File: src/rtl/gnss_carrier_wipeoff_accum_pkg.sv
// Shared definitions for the GNSS carrier wipe-off / integrate-and-dump block:
// default widths, the integration FSM state type and the output clip helper.
package gnss_dsp_pkg;

  localparam int DDS_W_DEF      = 18;
  localparam int IF_W_DEF       = 4;
  localparam int DUMP_LEN_W_DEF = 16;
  localparam int ACC_W_DEF      = 40;
  localparam int OUT_W_DEF      = 16;
  localparam int SHIFT_DEF      = 20;

  // Working width of the clip helper; accumulators up to this width are supported.
  localparam int CLIP_W = 64;

  typedef enum logic [0:0] {
    IDLE = 1'b0,
    RUN  = 1'b1
  } cwa_state_e;

  typedef struct packed {
    logic                     sat;
    logic signed [CLIP_W-1:0] val;
  } clip_t;

  // Clamp a signed value into the range of an out_w-bit signed number.
  function automatic clip_t sat_clip(input logic signed [CLIP_W-1:0] x,
                                     input int unsigned              out_w);
    logic signed [CLIP_W-1:0] hi_v;
    logic signed [CLIP_W-1:0] lo_v;
    clip_t                    res_v;
    hi_v = (64'sd1 <<< (out_w - 32'd1)) - 64'sd1;
    lo_v = -hi_v - 64'sd1;
    if (x > hi_v) begin
      res_v.sat = 1'b1;
      res_v.val = hi_v;
    end else if (x < lo_v) begin
      res_v.sat = 1'b1;
      res_v.val = lo_v;
    end else begin
      res_v.sat = 1'b0;
      res_v.val = x;
    end
    return res_v;
  endfunction

endpackage

File: src/rtl/gnss_carrier_wipeoff_accum_if.sv
// Sample / control / result bundle between the DDS front end, the wipe-off
// accumulator and the tracking loop. The accumulator uses the slave view.
interface gnss_carrier_wipeoff_accum_if
  import gnss_dsp_pkg::*;
#(
  parameter int DDS_W      = DDS_W_DEF,
  parameter int IF_W       = IF_W_DEF,
  parameter int DUMP_LEN_W = DUMP_LEN_W_DEF,
  parameter int OUT_W      = OUT_W_DEF
);
  logic                    INIT_OVER;
  logic                    ENABLE;
  logic [DUMP_LEN_W-1:0]   DUMP_LEN;
  logic signed [IF_W-1:0]  IF_DATA;
  logic                    IF_VALID;
  logic signed [DDS_W-1:0] SINE;
  logic signed [DDS_W-1:0] COSINE;
  logic signed [OUT_W-1:0] OUT_I;
  logic signed [OUT_W-1:0] OUT_Q;
  logic                    OUT_VALID;
  logic                    OUT_READY;
  logic                    OVERRUN;
  logic                    SAT;

  modport master (
    output INIT_OVER, ENABLE, DUMP_LEN, IF_DATA, IF_VALID, SINE, COSINE, OUT_READY,
    input  OUT_I, OUT_Q, OUT_VALID, OVERRUN, SAT
  );

  modport slave (
    input  INIT_OVER, ENABLE, DUMP_LEN, IF_DATA, IF_VALID, SINE, COSINE, OUT_READY,
    output OUT_I, OUT_Q, OUT_VALID, OVERRUN, SAT
  );
endinterface

File: src/rtl/gnss_carrier_wipeoff_accum_mult.sv
// Registered signed IF x DDS multiplier (pipeline stage 1). With NEGATE set
// the stored product is negated; at IF_W+DDS_W bits that cannot overflow.
module carrier_mix_mult #(
  parameter int IF_W   = 4,
  parameter int DDS_W  = 18,
  parameter bit NEGATE = 1'b0
) (
  input  logic                         CLK,
  input  logic                         RSTN,
  input  logic                         en,
  input  logic signed [IF_W-1:0]       if_data,
  input  logic signed [DDS_W-1:0]      dds,
  output logic signed [IF_W+DDS_W-1:0] prod
);
  localparam int PROD_W = IF_W + DDS_W;

  logic signed [PROD_W-1:0] raw_s;
  logic signed [PROD_W-1:0] mul_s;

  // Full-precision product, optionally negated for the quadrature arm.
  always_comb begin
    raw_s = PROD_W'(if_data) * PROD_W'(dds);
    if (NEGATE) begin
      mul_s = -raw_s;
    end else begin
      mul_s = raw_s;
    end
  end

  // Capture the product only for accepted samples so it lines up with stage 2.
  always_ff @(posedge CLK or negedge RSTN) begin
    if (!RSTN) begin
      prod <= {PROD_W{1'b0}};
    end else if (en) begin
      prod <= mul_s;
    end
  end
endmodule

File: src/rtl/gnss_carrier_wipeoff_accum.sv
// GNSS carrier wipe-off and integrate-and-dump. Mixes IF samples with the DDS
// sine/cosine, sums I/Q over DUMP_LEN accepted samples and hands each dump to
// the tracking loop through a one-entry valid/ready register.
// Optional feature: define GNSS_CWA_SAT_EN to clip the scaled result to OUT_W
// bits (and report SAT); otherwise the scaled result wraps and SAT stays 0.
module gnss_carrier_wipeoff_accum
  import gnss_dsp_pkg::*;
#(
  parameter int DDS_W      = DDS_W_DEF,
  parameter int IF_W       = IF_W_DEF,
  parameter int DUMP_LEN_W = DUMP_LEN_W_DEF,
  parameter int ACC_W      = ACC_W_DEF,
  parameter int OUT_W      = OUT_W_DEF,
  parameter int SHIFT      = SHIFT_DEF
) (
  input logic                         CLK,
  input logic                         RSTN,
  gnss_carrier_wipeoff_accum_if.slave bus
);
  localparam int PROD_W = IF_W + DDS_W;
  localparam logic [DUMP_LEN_W-1:0] LEN_ZERO = {DUMP_LEN_W{1'b0}};
  localparam logic [DUMP_LEN_W-1:0] LEN_ONE  = {{(DUMP_LEN_W-1){1'b0}}, 1'b1};

  cwa_state_e              state_r;
  cwa_state_e              state_nxt_s;
  logic                    run_ok_s;
  logic                    start_s;
  logic                    accept_s;
  logic                    last_s;
  logic [DUMP_LEN_W-1:0]   eff_len_s;
  logic [DUMP_LEN_W-1:0]   len_r;
  logic [DUMP_LEN_W-1:0]   cnt_r;
  logic                    pv_r;
  logic                    pl_r;
  logic signed [PROD_W-1:0] p_i_s;
  logic signed [PROD_W-1:0] p_q_s;
  logic signed [ACC_W-1:0] acc_i_r;
  logic signed [ACC_W-1:0] acc_q_r;
  logic signed [ACC_W-1:0] sum_i_s;
  logic signed [ACC_W-1:0] sum_q_s;
  logic                    dump_s;
  logic                    load_s;
  logic                    ovr_s;
  logic signed [OUT_W-1:0] res_i_s;
  logic signed [OUT_W-1:0] res_q_s;
  logic                    res_sat_s;
  logic signed [OUT_W-1:0] out_i_r;
  logic signed [OUT_W-1:0] out_q_r;
  logic                    out_valid_r;
  logic                    ovr_r;
  logic                    sat_r;

  assign bus.OUT_I     = out_i_r;
  assign bus.OUT_Q     = out_q_r;
  assign bus.OUT_VALID = out_valid_r;
  assign bus.OVERRUN   = ovr_r;
  assign bus.SAT       = sat_r;

  // Sample acceptance, period boundary and output-register handshake decode.
  always_comb begin
    run_ok_s = bus.ENABLE & bus.INIT_OVER;
    start_s  = (state_r == IDLE) & run_ok_s;
    accept_s = (state_r == RUN) & run_ok_s & bus.IF_VALID;
    last_s   = accept_s & (cnt_r == (len_r - LEN_ONE));
    if (bus.DUMP_LEN == LEN_ZERO) begin
      eff_len_s = LEN_ONE;
    end else begin
      eff_len_s = bus.DUMP_LEN;
    end
    dump_s = pv_r & pl_r;
    load_s = dump_s & (~out_valid_r | bus.OUT_READY);
    ovr_s  = dump_s & out_valid_r & ~bus.OUT_READY;
  end

  // Next-state logic: run while enabled and the DDS is initialised.
  always_comb begin
    state_nxt_s = state_r;
    case (state_r)
      IDLE: begin
        if (run_ok_s) begin
          state_nxt_s = RUN;
        end else begin
          state_nxt_s = IDLE;
        end
      end
      RUN: begin
        if (!run_ok_s) begin
          state_nxt_s = IDLE;
        end else begin
          state_nxt_s = RUN;
        end
      end
      default: state_nxt_s = IDLE;
    endcase
  end

  // FSM state register.
  always_ff @(posedge CLK or negedge RSTN) begin
    if (!RSTN) begin
      state_r <= IDLE;
    end else begin
      state_r <= state_nxt_s;
    end
  end

  // Sample counter and period length, re-latched at every period start.
  always_ff @(posedge CLK or negedge RSTN) begin
    if (!RSTN) begin
      cnt_r <= LEN_ZERO;
      len_r <= LEN_ONE;
    end else if (start_s) begin
      cnt_r <= LEN_ZERO;
      len_r <= eff_len_s;
    end else if (accept_s) begin
      if (last_s) begin
        cnt_r <= LEN_ZERO;
        len_r <= eff_len_s;
      end else begin
        cnt_r <= cnt_r + LEN_ONE;
      end
    end
  end

  carrier_mix_mult #(.IF_W(IF_W), .DDS_W(DDS_W), .NEGATE(1'b0)) u_mix_i (
    .CLK     (CLK),
    .RSTN    (RSTN),
    .en      (accept_s),
    .if_data (bus.IF_DATA),
    .dds     (bus.COSINE),
    .prod    (p_i_s)
  );

  carrier_mix_mult #(.IF_W(IF_W), .DDS_W(DDS_W), .NEGATE(1'b1)) u_mix_q (
    .CLK     (CLK),
    .RSTN    (RSTN),
    .en      (accept_s),
    .if_data (bus.IF_DATA),
    .dds     (bus.SINE),
    .prod    (p_q_s)
  );

  // Stage-1 qualifiers travelling with the registered products.
  always_ff @(posedge CLK or negedge RSTN) begin
    if (!RSTN) begin
      pv_r <= 1'b0;
      pl_r <= 1'b0;
    end else begin
      pv_r <= accept_s;
      pl_r <= last_s;
    end
  end

  // Running sums including the product now in stage 2; the dump value when it is the last.
  always_comb begin
    sum_i_s = acc_i_r + {{(ACC_W-PROD_W){p_i_s[PROD_W-1]}}, p_i_s};
    sum_q_s = acc_q_r + {{(ACC_W-PROD_W){p_q_s[PROD_W-1]}}, p_q_s};
  end

  // Accumulators: cleared on period start and after each dump without a gap cycle.
  always_ff @(posedge CLK or negedge RSTN) begin
    if (!RSTN) begin
      acc_i_r <= {ACC_W{1'b0}};
      acc_q_r <= {ACC_W{1'b0}};
    end else if (start_s) begin
      acc_i_r <= {ACC_W{1'b0}};
      acc_q_r <= {ACC_W{1'b0}};
    end else if (pv_r) begin
      if (pl_r) begin
        acc_i_r <= {ACC_W{1'b0}};
        acc_q_r <= {ACC_W{1'b0}};
      end else begin
        acc_i_r <= sum_i_s;
        acc_q_r <= sum_q_s;
      end
    end
  end

`ifdef GNSS_CWA_SAT_EN
  clip_t clip_i_s;
  clip_t clip_q_s;

  // Scale the dump value and clip each channel into the output range.
  always_comb begin
    clip_i_s  = sat_clip(CLIP_W'(sum_i_s >>> SHIFT), OUT_W);
    clip_q_s  = sat_clip(CLIP_W'(sum_q_s >>> SHIFT), OUT_W);
    res_i_s   = OUT_W'(clip_i_s.val);
    res_q_s   = OUT_W'(clip_q_s.val);
    res_sat_s = clip_i_s.sat | clip_q_s.sat;
  end
`else
  // Scale the dump value; the low OUT_W bits are kept, so large sums wrap.
  always_comb begin
    res_i_s   = OUT_W'(sum_i_s >>> SHIFT);
    res_q_s   = OUT_W'(sum_q_s >>> SHIFT);
    res_sat_s = 1'b0;
  end
`endif

  // One-entry output register: a dump into a stalled full register is dropped.
  always_ff @(posedge CLK or negedge RSTN) begin
    if (!RSTN) begin
      out_i_r     <= {OUT_W{1'b0}};
      out_q_r     <= {OUT_W{1'b0}};
      out_valid_r <= 1'b0;
      ovr_r       <= 1'b0;
      sat_r       <= 1'b0;
    end else begin
      ovr_r <= ovr_s;
      if (load_s) begin
        out_i_r     <= res_i_s;
        out_q_r     <= res_q_s;
        sat_r       <= res_sat_s;
        out_valid_r <= 1'b1;
      end else if (out_valid_r && bus.OUT_READY) begin
        out_valid_r <= 1'b0;
      end
    end
  end
endmodule

File: src/flat_wrapper.sv
// flat-port wrapper written by rule: the top's interface ports become plain ports
module gnss_carrier_wipeoff_accum_flat import gnss_dsp_pkg::*;
#(
  parameter int DDS_W      = DDS_W_DEF,
  parameter int IF_W       = IF_W_DEF,
  parameter int DUMP_LEN_W = DUMP_LEN_W_DEF,
  parameter int ACC_W      = ACC_W_DEF,
  parameter int OUT_W      = OUT_W_DEF,
  parameter int SHIFT      = SHIFT_DEF
)
  (CLK, RSTN, bus_INIT_OVER, bus_ENABLE, bus_DUMP_LEN, bus_IF_DATA, bus_IF_VALID, bus_SINE, bus_COSINE, bus_OUT_READY, bus_OUT_I, bus_OUT_Q, bus_OUT_VALID, bus_OVERRUN, bus_SAT);
  gnss_carrier_wipeoff_accum_if #(.DDS_W(DDS_W), .IF_W(IF_W), .DUMP_LEN_W(DUMP_LEN_W), .OUT_W(OUT_W)) bus_i ();
  input logic CLK;
  input logic RSTN;
  input wire logic [$bits(bus_i.INIT_OVER)-1:0] bus_INIT_OVER;
  input wire logic [$bits(bus_i.ENABLE)-1:0] bus_ENABLE;
  input wire logic [$bits(bus_i.DUMP_LEN)-1:0] bus_DUMP_LEN;
  input wire logic [$bits(bus_i.IF_DATA)-1:0] bus_IF_DATA;
  input wire logic [$bits(bus_i.IF_VALID)-1:0] bus_IF_VALID;
  input wire logic [$bits(bus_i.SINE)-1:0] bus_SINE;
  input wire logic [$bits(bus_i.COSINE)-1:0] bus_COSINE;
  input wire logic [$bits(bus_i.OUT_READY)-1:0] bus_OUT_READY;
  output wire logic [$bits(bus_i.OUT_I)-1:0] bus_OUT_I;
  output wire logic [$bits(bus_i.OUT_Q)-1:0] bus_OUT_Q;
  output wire logic [$bits(bus_i.OUT_VALID)-1:0] bus_OUT_VALID;
  output wire logic [$bits(bus_i.OVERRUN)-1:0] bus_OVERRUN;
  output wire logic [$bits(bus_i.SAT)-1:0] bus_SAT;
  assign bus_i.INIT_OVER = bus_INIT_OVER;
  assign bus_i.ENABLE = bus_ENABLE;
  assign bus_i.DUMP_LEN = bus_DUMP_LEN;
  assign bus_i.IF_DATA = bus_IF_DATA;
  assign bus_i.IF_VALID = bus_IF_VALID;
  assign bus_i.SINE = bus_SINE;
  assign bus_i.COSINE = bus_COSINE;
  assign bus_i.OUT_READY = bus_OUT_READY;
  assign bus_OUT_I = bus_i.OUT_I;
  assign bus_OUT_Q = bus_i.OUT_Q;
  assign bus_OUT_VALID = bus_i.OUT_VALID;
  assign bus_OVERRUN = bus_i.OVERRUN;
  assign bus_SAT = bus_i.SAT;
  gnss_carrier_wipeoff_accum #(.DDS_W(DDS_W), .IF_W(IF_W), .DUMP_LEN_W(DUMP_LEN_W), .ACC_W(ACC_W), .OUT_W(OUT_W), .SHIFT(SHIFT)) u_core (.CLK(CLK), .RSTN(RSTN), .bus(bus_i));
endmodule
File: config.mk
export PLATFORM = sky130hd
export DESIGN_NAME = gnss_carrier_wipeoff_accum_flat
export DESIGN_NICKNAME = d
export VERILOG_FILES = /design/src/rtl/gnss_carrier_wipeoff_accum_pkg.sv /design/src/rtl/gnss_carrier_wipeoff_accum_if.sv /design/src/rtl/gnss_carrier_wipeoff_accum_mult.sv /design/src/rtl/gnss_carrier_wipeoff_accum.sv /design/src/flat_wrapper.sv
export SDC_FILE = /design/constraint.sdc
export NUM_CORES = 1
export LEC_CHECK = 0
export BUFFER_PORTS_ARGS = -buffer_cell sky130_fd_sc_hd__buf_2
export CORE_ASPECT_RATIO = 0.8
export CORE_MARGIN = 5
export CORE_UTILIZATION = 63
export CTS_CLUSTER_DIAMETER = 200
export CTS_CLUSTER_SIZE = 30
export DETAILED_ROUTE_END_ITERATION = 10
export HOLD_SLACK_MARGIN = 0.1
export PLACE_DENSITY_LB_ADDON = 0.12
export REMOVE_ABC_BUFFERS = 1
export SETUP_SLACK_MARGIN = 0.05
export SYNTH_ARGS = -nofsm -noshare
export SYNTH_HDL_FRONTEND = slang
export SYNTH_SLANG_ARGS = --single-unit
File: constraint.sdc
create_clock -name CLK -period 3.9 [get_ports CLK]
set_input_delay 0.39 -clock CLK [delete_from_list [all_inputs] [get_ports CLK]]
set_output_delay 0.39 -clock CLK [all_outputs]
set_load 0.005 [all_outputs]
### Word-level counts from Yosys, hierarchy flattened

Cells that the tools add are included.

* register bits: 193
* latch bits: 0
* bits of input ports: 62
* bits in writable memories: 0
* output and inout port bits: 35
* memories: 0
* logic and storage cells: 57
* memory bits (read-only): 0

* shifts and indexed selects: 0
* divide/modulo/power cells: 0
* $add $sub $neg: 5
* $lt $le $gt $ge: 0
* mux-type cells: 16
* reduce and logical (&&, ||, !) cells: 7
* $mul: 2
* equality and inequality tests: 1
* bitwise logic cells: 13

Operators with widths (number)
* two-way mux 40 bit: 6
* two-way mux 16 bit: 7
* adder 40 bit: 2
* multiplier 4 x 18 -> 22 bit: 2
* negator 22 bit: 1
* adder 16 x 1 -> 16 bit, second input constant: 1
* == test 16 bit: 1
* zero test 16 bit: 1
* subtractor 16 x 1 -> 16 bit, second input constant: 1
* AND 1 bit: 9
* nonzero test 2 bit: 4
* two-way mux 1 bit: 3
* inverter 1 bit: 3
* AND reduction 2 bit: 1
* logical AND 1 bit: 1
* bitwise OR 1 bit: 1

### Longest topological paths before layout

Gate-level depths: netlist of run 1.

* word-level depth: 7
* mapped depth: 20
* gate-level depth less buffers: 19

### Cells and area by module

A second synthesis of run 1 with hierarchy kept.

* cells, all modules: 1795
* area total of the unflattened synthesis: 16627.2 sq um

By module, submodules not included
* gnss_carrier_wipeoff_accum: cells an instance 1018, instances 1, area each 9557.9 sq um, seq. area each 3529.6 sq um
* carrier_mix_mult (u_core.u_mix_q): cells an instance 455, instances 1, area each 3806.2 sq um, seq. area each 550.5 sq um
* carrier_mix_mult (u_core.u_mix_i): cells an instance 322, instances 1, area each 3263.1 sq um, seq. area each 550.5 sq um

### Least setup slack after synthesis of run 1

OpenSTA, ideal clock, no wires.

* path kind: input-to-reg
* start point: input bus_IF_DATA[1]
* end point: register u_core.u_mix_i.prod[20]
* data required time: 3.767 ns
* stages on the path: 18
* setup time: 0.133 ns
* arrival: 5.033 ns
* slack: -1.266 ns
* buffers on the path: 2
* cells stage by stage: clkbuf_1 > clkbuf_1 > nand2_1 > fa_1 > fa_1 > fa_1 > inv_1 > ha_1 > a21o_1 > a21o_1 > a2111oi_0 > o31ai_1 > o41ai_1 > nor3_1 > a2111oi_1 > a21oi_1 > xnor2_1 > o21ai_0

* longest elaborated chain between the ends: 1

RTL lines
* start, declared: RTL line flat_wrapper.sv:18 `input wire logic [$bits(bus_i.IF_DATA)-1:0] bus_IF_DATA;`
* multiplier 4 x 18 -> 22 bit: RTL line gnss_carrier_wipeoff_accum_mult.sv:22 `raw_s = PROD_W'(if_data) * PROD_W'(dds);`
* end signal, assigned: RTL line gnss_carrier_wipeoff_accum_mult.sv:33 `prod <= {PROD_W{1'b0}};`
* end signal, assigned: RTL line gnss_carrier_wipeoff_accum_mult.sv:35 `prod <= mul_s;`
* end, declared: RTL line gnss_carrier_wipeoff_accum_mult.sv:13 `output logic signed [IF_W+DDS_W-1:0] prod`

No other way between the ends.
A chain may end at the register's enable or synchronous reset.

### Worst setup path after layout of run 1

* start point: input bus_COSINE[0]
* end point: register u_core.u_mix_i.prod[18]

* longest elaborated chain between the ends: 1

RTL lines
* start, declared: RTL line flat_wrapper.sv:21 `input wire logic [$bits(bus_i.COSINE)-1:0] bus_COSINE;`
* multiplier 4 x 18 -> 22 bit: RTL line gnss_carrier_wipeoff_accum_mult.sv:22

No other way between the ends.

==> results.md, run 1 <==
- Highest net fanout along the worst path: 2
- H-tree levels: 4
- Type of the worst min-delay path: in -> reg
- Clk pin slew, worst setup/hold paths: 0.07 ns
- Maximum number of pins on one net before global-route repair: 97
- X dimension of the die: between 150 and 200 µm
- Combinational family with the most area after synthesis: adder cells
- Number of I/O pins: 97
- Estimated wirelength of the detail-placed design: 26530 µm
- Total power density per cell area: 481.3 nW/µm²
- Skew-Pair Late Insertion Delay: 0.44 ns
- Maximum root-to-sink buffer count: 2
- Utilization of the core after routing: 75.05%
- Post-route antenna net violation count: 0
- Peak VDD IR: 298.6 µV
- Worst Setup Start Kind: primary input
- Adder-Cell Fraction of Synth Area: a little under a quarter
- Leading cell type in the layout, fill and taps excluded: nand2_1
- R2R Setup Slk: 0.22 ns
- Final GP Congestion: 0.8821
- Initial standard-cell utilization of the core: about 63%
- Origin of the critical flop-to-flop path: u_core.acc_q_r[0]$_DFFE_PN0P_
- Leakage power: 0.009673 µW
- Inserted Clock Buffers: 17
- Final critical delay including setup and external delays: 4.013 ns
- Share of flip-flops with an asynchronous set or reset after synthesis: 100.0%
- Sw frac: 39.05%
- Max frequency: 0.2492 GHz
- Global-route wire length before repair: 62080 µm
- Element type at the critical path end: flip-flop
- Logic gate share of total power: 52.9%
- Antenna violations before repair: 0
- NumNets Final: roughly 2300
- Vertical extent of the die: 152.3 µm
- Number of iterations in the first detailed-routing pass: 6
- Final number of max-transition violations: 0
- Std-Cell Core Area: 25110 µm²
- Slew at the pin with the worst max-slew slack: 1.146 ns
- Num rows: 52
- Sum of routed wire length over all layers: 36410 µm
- Number of distinct library cell variants in the gate-level netlist after synthesis: 76
- Overall via count from detail_route: 13172
- Top_reg_cell synth: dfrtp_1
- Proportion of layout cells with a drive suffix above 1: 19.48%
- Signal arrival time at the worst endpoint: 4.31 ns
- Number of non-filler instances in the completed layout: 2311
- Share of the synthesized area in compound gates (AO/OA/AOI/OAI): 17.33%
- Via count normalized by instance count: 5.700
- Startpoint of the worst hold path: bus_DUMP_LEN[11]
- Average cell area after synthesis: 8.958 µm²
- Vias in the first global route: around 13000
- Category of the critical setup timing path: in -> reg
- Period utilization: 102.9%
- Total Power Consumption: 9073 µW
- Violations in the final reports: negative setup slack
- CTS tree: built
- P_sw: between 3000 and 4000 µW
- Sequential area share after synthesis: 29.04%
- Post-DR wirelength/cell: 15.75 µm
- Antenna diode instance count: 0
- Hold violation total from the final report: 0
- DRC: 0
- Internal: 5530 µW
- Setup violators final: 6
- RSZ-0062 raised after global routing: yes
- Floorplan die area: around 29000 µm²
- Outcome: finished, violations left
- Area growth from synthesis to final layout: 18.21%
- Count of maximum capacitance violations: 0
- Mapped Area: 15950 µm²
- Buffers on Ports: 95
- Share of the synthesized netlist area taken by xor and xnor gates: 7.086%
- Commonest cells after routing, fill and taps aside: nand2_1, dfrtp_1, ha_1
- Mux share of post-synthesis cell area: roughly 2.0%
- Synth Warn #: 0
- Share of total power in the clock network: 19.7%
- Reg power frac: between 20% and 30%
- Count of mapped cells out of synthesis: 1780
- Number of storage elements in the synthesis netlist: 185
- Remaining Overflow, GRT: 0
- Worst Skew: 0.01135 ns
- Final worst setup slack: -0.1134 ns
- All-Layer GR Usage: 25.27%
- Inst Count DP: 2258
- First element of the critical path: bus_COSINE[0]
- Worst path required time: 4.19 ns
- Simple-gate portion of the synthesized area: 17.09%
- Count of flip-flops with a built-in enable after synthesis: 0
- Iteration-0 DRC count of the detailed router: 923
- Normalized max-slew margin: about a quarter
- Cell chosen for the clock root: clkbuf_16
- CTS sink cnt: 185
[cell type report]
type | instances | area, µm²
Sequential cell | 185 | 4631
Timing Repair Buffer | 242 | 1718
Clock inverter | 9 | 140.1
Multi-Input combinational cell | 1400 | 11000
Tap cell | 324 | 405.4
Inverter | 129 | 489.2
Clock buffer | 22 | 464.2
Fill cell | 1786 | 6265
[power by group through the flow]
stage	sequential (µW)	clock [µW]	combinational (µW)
2_1_floorplan	2420	0	2970
5_1_grt	2520	1910	5360
6_report	2480	1790	4800
3_3_place_gp	2500	0	4110
4_1_cts	2480	1810	4550
3_5_place_dp	2510	0	4260
[Yosys cell counts (all sizes together) (7+ instances only)]
cell type	instances	share of area [%]
nand3	27	0.85
a31oi	8	0.31
and3	10	0.39
a21o	52	2.4
a22o	32	1.8
and2	74	2.9
ha	170	13
nor2b	17	0.67
nor3	34	1.1
nor4	12	0.56
mux2	23	1.8
a211o	7	0.38
nand2b	26	1.1
o21ai	131	4.1
o21a	16	0.75
o21bai	14	0.66
a211oi	13	0.61
dfrtp	184	29
xor2	64	3.5
inv	129	3.0
or2	7	0.27
xnor2	65	3.6
o31ai	12	0.56
buf	12	0.49
o211ai	10	0.47
fa	74	9.3
clkbuf	54	1.3
nor2	93	2.3
nand2	254	6.0
a21oi	88	2.8
[worst paths after layout]
| check | to | cells past startpoint |
|---|---|---|
| hold reg to reg | u_core.bus.OUT_I[3]$_DFFE_PN0P_ | 2 |
| setup reg to reg | u_core.bus.OUT_Q[12]$_DFFE_PN0P_ | 13 |
| min in group asynchronous | u_core.bus.OUT_I[9]$_DFFE_PN0P_ | 2 |
| max in group asynchronous | u_core.acc_q_r[14]$_DFFE_PN0P_ | 3 |
| setup / recovery | u_core.u_mix_i.prod[18]$_DFFE_PN0P_ | 19 |
| hold / removal | u_core.len_r[11]$_DFFE_PN0P_ | 2 |
[metal layers]
metal  vias to the layer above  share of wire (%)  GRT usage (%)
met2                       295                 45          39.63
met3                        37                4.0          2.565
li1                       6533                  -              -
met5                         -                  0              0
met1                      6307                 50          38.55
met4                         0               0.96          5.066
[stage by stage]
step	hold WS [ns]	cell area (µm²)	TNS, ns	setup WS [ns]
after floorplan	0.09441	15660	-9.833	-1.154
after global placement	0.4510	17540	-12.74	-0.9604
after detailed placement	0.4581	17540	-15.43	-1.116
after CTS	0.1810	18590	-0.2507	-0.07216
after global routing	0.1816	18850	-1.728	-0.2889
final	0.1980	18850	-0.3481	-0.1134
[state kept, by name (all words and copies together), names as in the netlist]
register / flops
u_core.acc_i_r: 36
u_core.acc_q_r: 36
u_core.bus.OUT_I: 16
u_core.bus.OUT_Q: 16
u_core.bus.OUT_VALID: 1
u_core.bus.OVERRUN: 1
u_core.cnt_r: 16
u_core.len_r: 16
u_core.pl_r: 1
u_core.pv_r: 1
u_core.state_r: 1
u_core.u_mix_i.prod: 22
u_core.u_mix_q.prod: 22
[worst max-delay path: stages]
cell and delay, ns:
buf_6 0.09, nand2b_4 0.13, fa_1 0.51, fa_1 0.44, fa_2 0.54, inv_2 0.04, ha_4 0.16, a21o_1 0.16
a21o_1 0.22, a2111oi_4 0.29, buf_4 0.18, o31ai_4 0.06, o41ai_2 0.20, buf_4 0.17, nor3_4 0.04, a2111oi_4 0.32
buf_4 0.17, xor2_1 0.13, o21ai_1 0.07
[kinds of logic (layout without fill, tap and decap cells)]
family | after synthesis | in the layout
fa+ha+maj | 244 | 244
other cells | 1 | 1
xor+xnor | 129 | 129
mux | 26 | 26
flops | 185 | 185
buf+inv | 195 | 402
simple gates | 575 | 575
compound gates | 425 | 425
[what timing repair did]
action                                 CTS  global route
buffers inserted                        15             6
cloned                                   1             0
endpoints found under the hold margin   88             0
resized for setup                       67            51
setup endpoints to repair               18            20
hold buffers                             1             0
pin swaps                               42            26
No activity file was read; power rests on OpenSTA's default activity.
==> run 2: changes to the inputs <==
--- a/config.mk
+++ b/config.mk
@@ -8,7 +8,7 @@
 export BUFFER_PORTS_ARGS = -buffer_cell sky130_fd_sc_hd__buf_2
 export CORE_ASPECT_RATIO = 0.8
 export CORE_MARGIN = 5
-export CORE_UTILIZATION = 63
+export CORE_UTILIZATION = 51
 export CTS_CLUSTER_DIAMETER = 200
 export CTS_CLUSTER_SIZE = 30
 export DETAILED_ROUTE_END_ITERATION = 10
==> results.md, run 2 (synthesized netlist as in run 1, its figures left out) <==
- Outcome: finished, violations left
- Violations in the final reports: negative setup slack
- Capture point of the worst reg-to-reg path: u_core.bus.OUT_Q[12]$_DFFE_PN0P_
- NumNets Final: 2284 (+0.13%)
- R2r worst-path depth: 13 (unchanged)
- Number of non-filler instances in the completed layout: 2404 (+4.0%)
- Overall via count from detail_route: 12947 (-1.7%)
- Antenna diode instance count: 0 (unchanged)
- CTS tree: built
- Slew at the pin with the worst max-slew slack: 0.9809 ns (-0.1647 ns)
- Final number of max-transition violations: 0 (unchanged)
- Total power density per cell area: 473.2 nW/µm² (-1.7%)
- H-tree levels: 4 (unchanged)
- Global-route wire length before repair: 61930 µm (-0.24%)
- Utilization of the core after routing: 62.03% (-13 points)
- Final GP Congestion: 0.8481 (-3.9%)
- Period utilization: 102.5% (-0.38 points)
- Leakage power: 0.009686 µW (+0.13%)
- Peak VDD IR: 288.0 µV (-3.5%)
- Count of maximum capacitance violations: 0 (unchanged)
- Proportion of layout cells with a drive suffix above 1: 19.49% (about the same)
- Antenna violations before repair: 0 (unchanged)
- Post-route antenna net violation count: 0 (unchanged)
- Final critical delay including setup and external delays: 3.998 ns (-0.01496 ns)
- RSZ-0062 raised after global routing: yes
- Type of the worst min-delay path: in -> reg
- Total Power Consumption: 8981 µW (-1.0%)
- Std-Cell Core Area: 30600 µm² (+22%)
- Max frequency: 0.2501 GHz (+0.37%)
- Maximum root-to-sink buffer count: 2 (unchanged)
- Category of the critical setup timing path: in -> reg
- Normalized max-slew margin: 34.31% (+11 points)
- Sum of routed wire length over all layers: 36200 µm (-0.57%)
- Number of I/O pins: 97 (unchanged)
- End point of the most critical hold path: u_core.len_r[10]$_DFFE_PN0P_
- Startpoint of the worst hold path: bus_DUMP_LEN[10]
- Clk pin slew, worst setup/hold paths: 0.07 ns (about the same)
- Cell chosen for the clock root: clkbuf_16
- Worst Setup Start Kind: primary input
- Vertical extent of the die: 168.2 µm (+10%)
- Largest registers in the final layout: u_core.acc_i_r x36, u_core.acc_q_r x36
- Estimated wirelength of the detail-placed design: 27160 µm (+2.4%)
- Maximum number of pins on one net before global-route repair: 93 (-4.1%)
- CTS sink cnt: 185 (unchanged)
- Skew-Pair Late Insertion Delay: 0.43 ns (about the same)
- Worst Skew: 0.01047 ns (-0.0008744 ns)
- Min Hold Slack: 0.1958 ns (-0.002263 ns)
- Iteration-0 DRC count of the detailed router: 796 (-14%)
- Final worst setup slack: -0.09847 ns (+0.01496 ns)
- Buffers on Ports: 95 (unchanged)
- R2R Setup Slk: 0.23 ns (about the same)
- Remaining Overflow, GRT: 0 (unchanged)
- Commonest cells after routing, fill and taps aside: nand2_1, dfrtp_1, ha_1
- Setup violators final: 8 (+2)
- Worst path required time: 4.19 ns (about the same)
- Inserted Clock Buffers: 17 (unchanged)
- Signal arrival time at the worst endpoint: 4.29 ns (-0.02 ns)
- Hold violation total from the final report: 0 (unchanged)
- Inst Count DP: 2350 (+4.1%)
- Floorplan die area: 34920 µm² (+22%)
- Origin of the critical flop-to-flop path: u_core.acc_q_r[0]$_DFFE_PN0P_
- Number of instances on the worst hold path: 2 (unchanged)
- Number of iterations in the first detailed-routing pass: 5 (-1)
- Initial standard-cell utilization of the core: 52.12% (-11 points)
- Area growth from synthesis to final layout: 19.03%
- X dimension of the die: 207.7 µm (+11%)
- Element type at the critical path end: flip-flop
- Via count normalized by instance count: 5.386 (-5.5%)
- DRC: 0 (unchanged)
- Num rows: 57 (+9.6%)
- TNS Setup: -0.4032 ns (-0.05504 ns)
- Highest net fanout along the worst path: 3 (+1)
- Leading cell type in the layout, fill and taps excluded: nand2_1
- Vias in the first global route: 12742 (-1.4%)
- All-Layer GR Usage: 20.55% (-4.7 points)
- Post-DR wirelength/cell: 15.06 µm (-4.4%)
-- run 2: cell types whose count changed in the layout (fill, tap and decap cells not counted), sizes merged --
cell      change
bufinv        -1
bufbuf        -1
buf           +3
clkbuf        -4
clkinvlp      -1
inv           +8
-- run 2: how the worst max path moves through the flow --
stage,start,to,slack (ns),cells after the start
final,bus_COSINE[0],u_core.u_mix_i.prod[13]$_DFFE_PN0P_,-0.1,20
after global routing,bus_COSINE[0],u_core.u_mix_i.prod[13]$_DFFE_PN0P_,-0.23,20
after CTS,bus_COSINE[0],u_core.u_mix_i.prod[20]$_DFFE_PN0P_,-0.19,19
after detailed placement,bus_IF_DATA[2],u_core.u_mix_i.prod[20]$_DFFE_PN0P_,-1.06,19
after global placement,bus_IF_DATA[1],u_core.u_mix_q.prod[21]$_DFFE_PN0P_,-0.98,21
after floorplan,bus_IF_DATA[3],u_core.u_mix_i.prod[20]$_DFFE_PN0P_,-1.15,16
-- run 2: per-layer routing --
metal	vias to the layer above	share of wire (%)	wire length, µm	GRT usage (%)
li1	6545	-	-	-
met1	6172	53	19140	32.31
met2	207	43	15650	31.04
met3	23	3.1	1106	2.177
met4	0	0.82	298	3.854
met5	-	0	0	0
-- run 2: final cells by class --
type	count	area, µm²
Tap cell	413	516.7
Fill cell	2630	11620
Inverter	129	486.7
Timing Repair Buffer	245	1745
Sequential cell	185	4631
Clock buffer	17	425.4
Clock inverter	15	163.9
Multi-Input combinational cell	1400	11010
-- run 2: through the flow --
step / cell area, µm² / setup slack (ns)
final: 18980 / -0.09847
after CTS: 18540 / -0.1937
after detailed placement: 17660 / -1.065
after global placement: 17660 / -0.9819
after global routing: 18980 / -0.2281
after floorplan: 15660 / -1.154
-- run 2: power by group --
part	internal, µW	switching, µW
clock	961	798
sequential	2210	281
combinational	2260	2470
total	5440	3540
-- run 2: repair_timing --
action | 4_1_cts | 5_1_grt
hold buffers | 1 | 0
hold endpoints to repair | 89 | 0
gates resized for setup | 60 | 57
buffers inserted | 7 | 14
pin swaps | 32 | 38
cloned | 0 | 1
endpoints found under the setup margin | 18 | 20
-- run 2: worst max-delay path, cell delays in order --
cell      delay [ns]
buf_6           0.09
nand2b_4        0.13
fa_1            0.50
fa_1            0.45
fa_2            0.55
inv_2           0.04
ha_4            0.15
buf_4           0.13
buf_6           0.10
fa_2            0.33
a21o_1          0.18
a21o_1          0.17
nand2_2         0.07
a21oi_2         0.06
buf_4           0.15
and2_1          0.16
o21a_1          0.16
or3_1           0.32
nand2_1         0.07
o21ai_0         0.07
==> run 3: changes to the inputs <==
--- a/config.mk
+++ b/config.mk
@@ -15,7 +15,7 @@
 export HOLD_SLACK_MARGIN = 0.1
 export PLACE_DENSITY_LB_ADDON = 0.12
 export REMOVE_ABC_BUFFERS = 1
-export SETUP_SLACK_MARGIN = 0.05
+export SETUP_SLACK_MARGIN = 0.15
 export SYNTH_ARGS = -nofsm -noshare
 export SYNTH_HDL_FRONTEND = slang
 export SYNTH_SLANG_ARGS = --single-unit
==> results.md, run 3 (synthesized netlist as in run 1, its figures left out) <==
- Worst Skew: 0.01038 ns (-0.00009500 ns)
- Estimated wirelength of the detail-placed design: 27160 µm (unchanged)
- Inserted Clock Buffers: 17 (unchanged)
- M1 GR Usage: 32.31% (unchanged)
- Buffers on Ports: 95 (unchanged)
- Element type at the critical path end: flip-flop
- Floorplan die area: 34920 µm² (unchanged)
- Normalized max-slew margin: 34.89% (+0.58 points)
- Met3 capacity usage during global routing: 2.177% (unchanged)
- Post-DR wirelength/cell: 15.14 µm (+0.54%)
- R2r worst-path depth: 12 (-1)
- Via count normalized by instance count: 5.386 (about the same)
- Peak VDD IR: 290.0 µV (+0.70%)
- Category of the critical setup timing path: in -> reg
- Area of the multi-input gates: 11110 µm² (+0.89%)
- Capture point of the worst reg-to-reg path: u_core.acc_q_r[34]$_DFFE_PN0P_
- Violations in the final reports: negative setup slack
- Startpoint of the worst hold path: bus_DUMP_LEN[10]
- Commonest cells after routing, fill and taps aside: nand2_1, dfrtp_1, ha_1
- Post-route antenna net violation count: 0 (unchanged)
- GR met2 Demand/Resource: 31.03% (about the same)
- Highest net fanout along the worst path: 3 (unchanged)
- Final critical delay including setup and external delays: 4.005 ns (+0.007004 ns)
- Slowest cell on the critical path: fa_2
- Utilization of the core after routing: 62.50% (+0.46 points)
- Origin of the critical flop-to-flop path: u_core.acc_q_r[0]$_DFFE_PN0P_
- Final number of max-transition violations: 0 (unchanged)
- Setup violators final: 10 (+2)
- Antenna diode instance count: 0 (unchanged)
- All-Layer GR Usage: 20.55% (about the same)
- Antenna violations before repair: 0 (unchanged)
- Outcome: finished, violations left
- Logic gate share of total power: 53.1% (+0.4 points)
- Period utilization: 102.7% (+0.18 points)
- Maximum root-to-sink buffer count: 2 (unchanged)
- Number of I/O pins: 97 (unchanged)
- Share of total power in the clock network: 19.4% (-0.2 points)
- Cell chain of the critical path: buf_6 -> nand2b_4 -> fa_1 -> fa_1 -> fa_2 -> inv_2 -> ha_4 -> buf_4 -> buf_6 -> fa_2 -> a21o_1 -> a21o_1 -> nand2_2 -> a21oi_2 -> buf_4 -> and2_1 -> o21a_1 -> or3_1 -> nand2_1 -> o21ai_0
- Final worst setup slack: -0.1055 ns (-0.007004 ns)
- Maximum number of pins on one net before global-route repair: 93 (unchanged)
- Hold violation total from the final report: 0 (unchanged)
- Vias in the first global route: 12740 (-0.016%)
- Initial standard-cell utilization of the core: 52.12% (unchanged)
- Worst Setup Start Kind: primary input
- Most used routing layer: met1
- P_sw: 3577 µW (+0.95%)
- CTS sink cnt: 185 (unchanged)
- Largest registers in the final layout: u_core.acc_i_r x36, u_core.acc_q_r x36
- Clk pin slew, worst setup/hold paths: 0.07 ns (about the same)
- Type of the worst min-delay path: in -> reg
- Remaining Overflow, GRT: 0 (unchanged)
- Min Hold Slack: 0.1924 ns (-0.003406 ns)
- Skew-Pair Late Insertion Delay: 0.44 ns (about the same)
- Crit path buffers/inverters: 5 (unchanged)
- Sequential cell area in the final layout: 4631 µm² (unchanged)
- RSZ-0062 raised after global routing: yes
- Slew at the pin with the worst max-slew slack: 0.9723 ns (-0.008614 ns)
- Cell family with most CP delay: adder cells
- Count of maximum capacitance violations: 0 (unchanged)
- Final GP Congestion: 0.8481 (unchanged)
- Number of iterations in the first detailed-routing pass: 5 (unchanged)
- H-tree levels: 4 (unchanged)
- Layout fillers: 2616 (-0.53%)
- CTS tree: built
- Total power density per cell area: 473.8 nW/µm² (+0.12%)
- Sw frac: 39.49% (about the same)
- Worst path required time: 4.19 ns (about the same)
- Number of instances on the worst hold path: 2 (unchanged)
- NumNets Final: 2288 (+0.18%)
- Overall via count from detail_route: 12970 (+0.18%)
- Signal arrival time at the worst endpoint: 4.29 ns (about the same)
- Iteration-0 DRC count of the detailed router: 698 (-12%)
- Area growth from synthesis to final layout: 19.92%
- Leading cell type in the layout, fill and taps excluded: nand2_1
- End point of the most critical hold path: u_core.len_r[10]$_DFFE_PN0P_
- Internal: 5482 µW (+0.82%)
- Leakage power: 0.009718 µW (+0.33%)
- Delay of the slowest cell on the worst path: 0.55 ns (about the same)
- Max frequency: 0.2497 GHz (-0.18%)
- Num rows: 57 (unchanged)
- Cell chosen for the clock root: clkbuf_16
- Reg power frac: 27.5% (-0.2 points)
- X dimension of the die: 207.7 µm (unchanged)
- Proportion of layout cells with a drive suffix above 1: 20.75% (+1.3 points)
- Std-Cell Core Area: 30600 µm² (unchanged)
- Sum of routed wire length over all layers: 36450 µm (+0.70%)
- R2R Setup Slk: 0.39 ns (+0.16 ns)
- Global-route wire length before repair: 61910 µm (about the same)
- Vertical extent of the die: 168.2 µm (unchanged)
- DRC: 0 (unchanged)
## run 3: changes by cell type in the layout (fill, tap and decap cells not counted), moves of 3 or more
| cell | previous run | this run |
|---|---|---|
| a21oi_1 | 83 | 80 |
| ha_4 | 14 | 18 |
| nand2_2 | 3 | 6 |
| buf_6 | 8 | 11 |
| ha_1 | 156 | 150 |
| a21oi_2 | 4 | 7 |
## run 3: power groups by stage
stage | clock [µW] | combinational [µW] | sequential, µW
2_1_floorplan | 0 | 2970 | 2420
3_3_place_gp | 0 | 4140 | 2520
3_5_place_dp | 0 | 4230 | 2530
4_1_cts | 1790 | 4450 | 2490
5_1_grt | 1880 | 5430 | 2530
6_report | 1760 | 4810 | 2490
## run 3: per-layer routing
layer | vias to the layer above | part of all wire, %
met3 | 25 | 3.4
met1 | 6175 | 52
li1 | 6557 | -
met2 | 213 | 43
met5 | - | 0
met4 | 0 | 1.0
## run 3: worst max path at each step
stage | start | end | slack, ns | cells after the start
floorplan | bus_IF_DATA[3] | u_core.u_mix_i.prod[20]$_DFFE_PN0P_ | -1.15 | 16
global placement | bus_IF_DATA[1] | u_core.u_mix_q.prod[21]$_DFFE_PN0P_ | -0.98 | 21
detailed placement | bus_IF_DATA[2] | u_core.u_mix_i.prod[20]$_DFFE_PN0P_ | -1.06 | 19
CTS | bus_COSINE[0] | u_core.u_mix_i.prod[20]$_DFFE_PN0P_ | -0.19 | 19
global route | bus_IF_DATA[2] | u_core.u_mix_q.prod[21]$_DFFE_PN0P_ | -0.24 | 21
finish | bus_COSINE[0] | u_core.u_mix_i.prod[13]$_DFFE_PN0P_ | -0.11 | 20
## run 3: timing repair
action	4_1_cts	5_1_grt
setup buffers	7	18
pin swaps	34	39
hold endpoints to repair	89	0
hold buffers	1	0
gates resized for setup	61	83
setup endpoints to repair	19	41
## run 3: final cells by class
type                    count  share of cell area (%)
inverters                 129                   2.545
multi-input cells        1400                   58.09
clock inverters            15                  0.8572
clock buffers              17                   2.225
repair buffers            249                   9.357
flip-flops and latches    185                   24.22
well taps                 413                   2.703
## run 3: metrics by stage
step | worst slack, ns | std cells | total power, µW | instance area [µm²] | setup TNS (ns)
after global routing | -0.2373 | 2408 | 9834 | 19120 | -1.884
after floorplan | -1.154 | 1714 | 5391 | 15660 | -9.833
after CTS | -0.1937 | 2390 | 8736 | 18540 | -1.068
after detailed placement | -1.065 | 2350 | 6754 | 17660 | -14.20
after global placement | -0.9819 | 2350 | 6660 | 17660 | -12.89
final | -0.1055 | 2408 | 9059 | 19120 | -0.4922
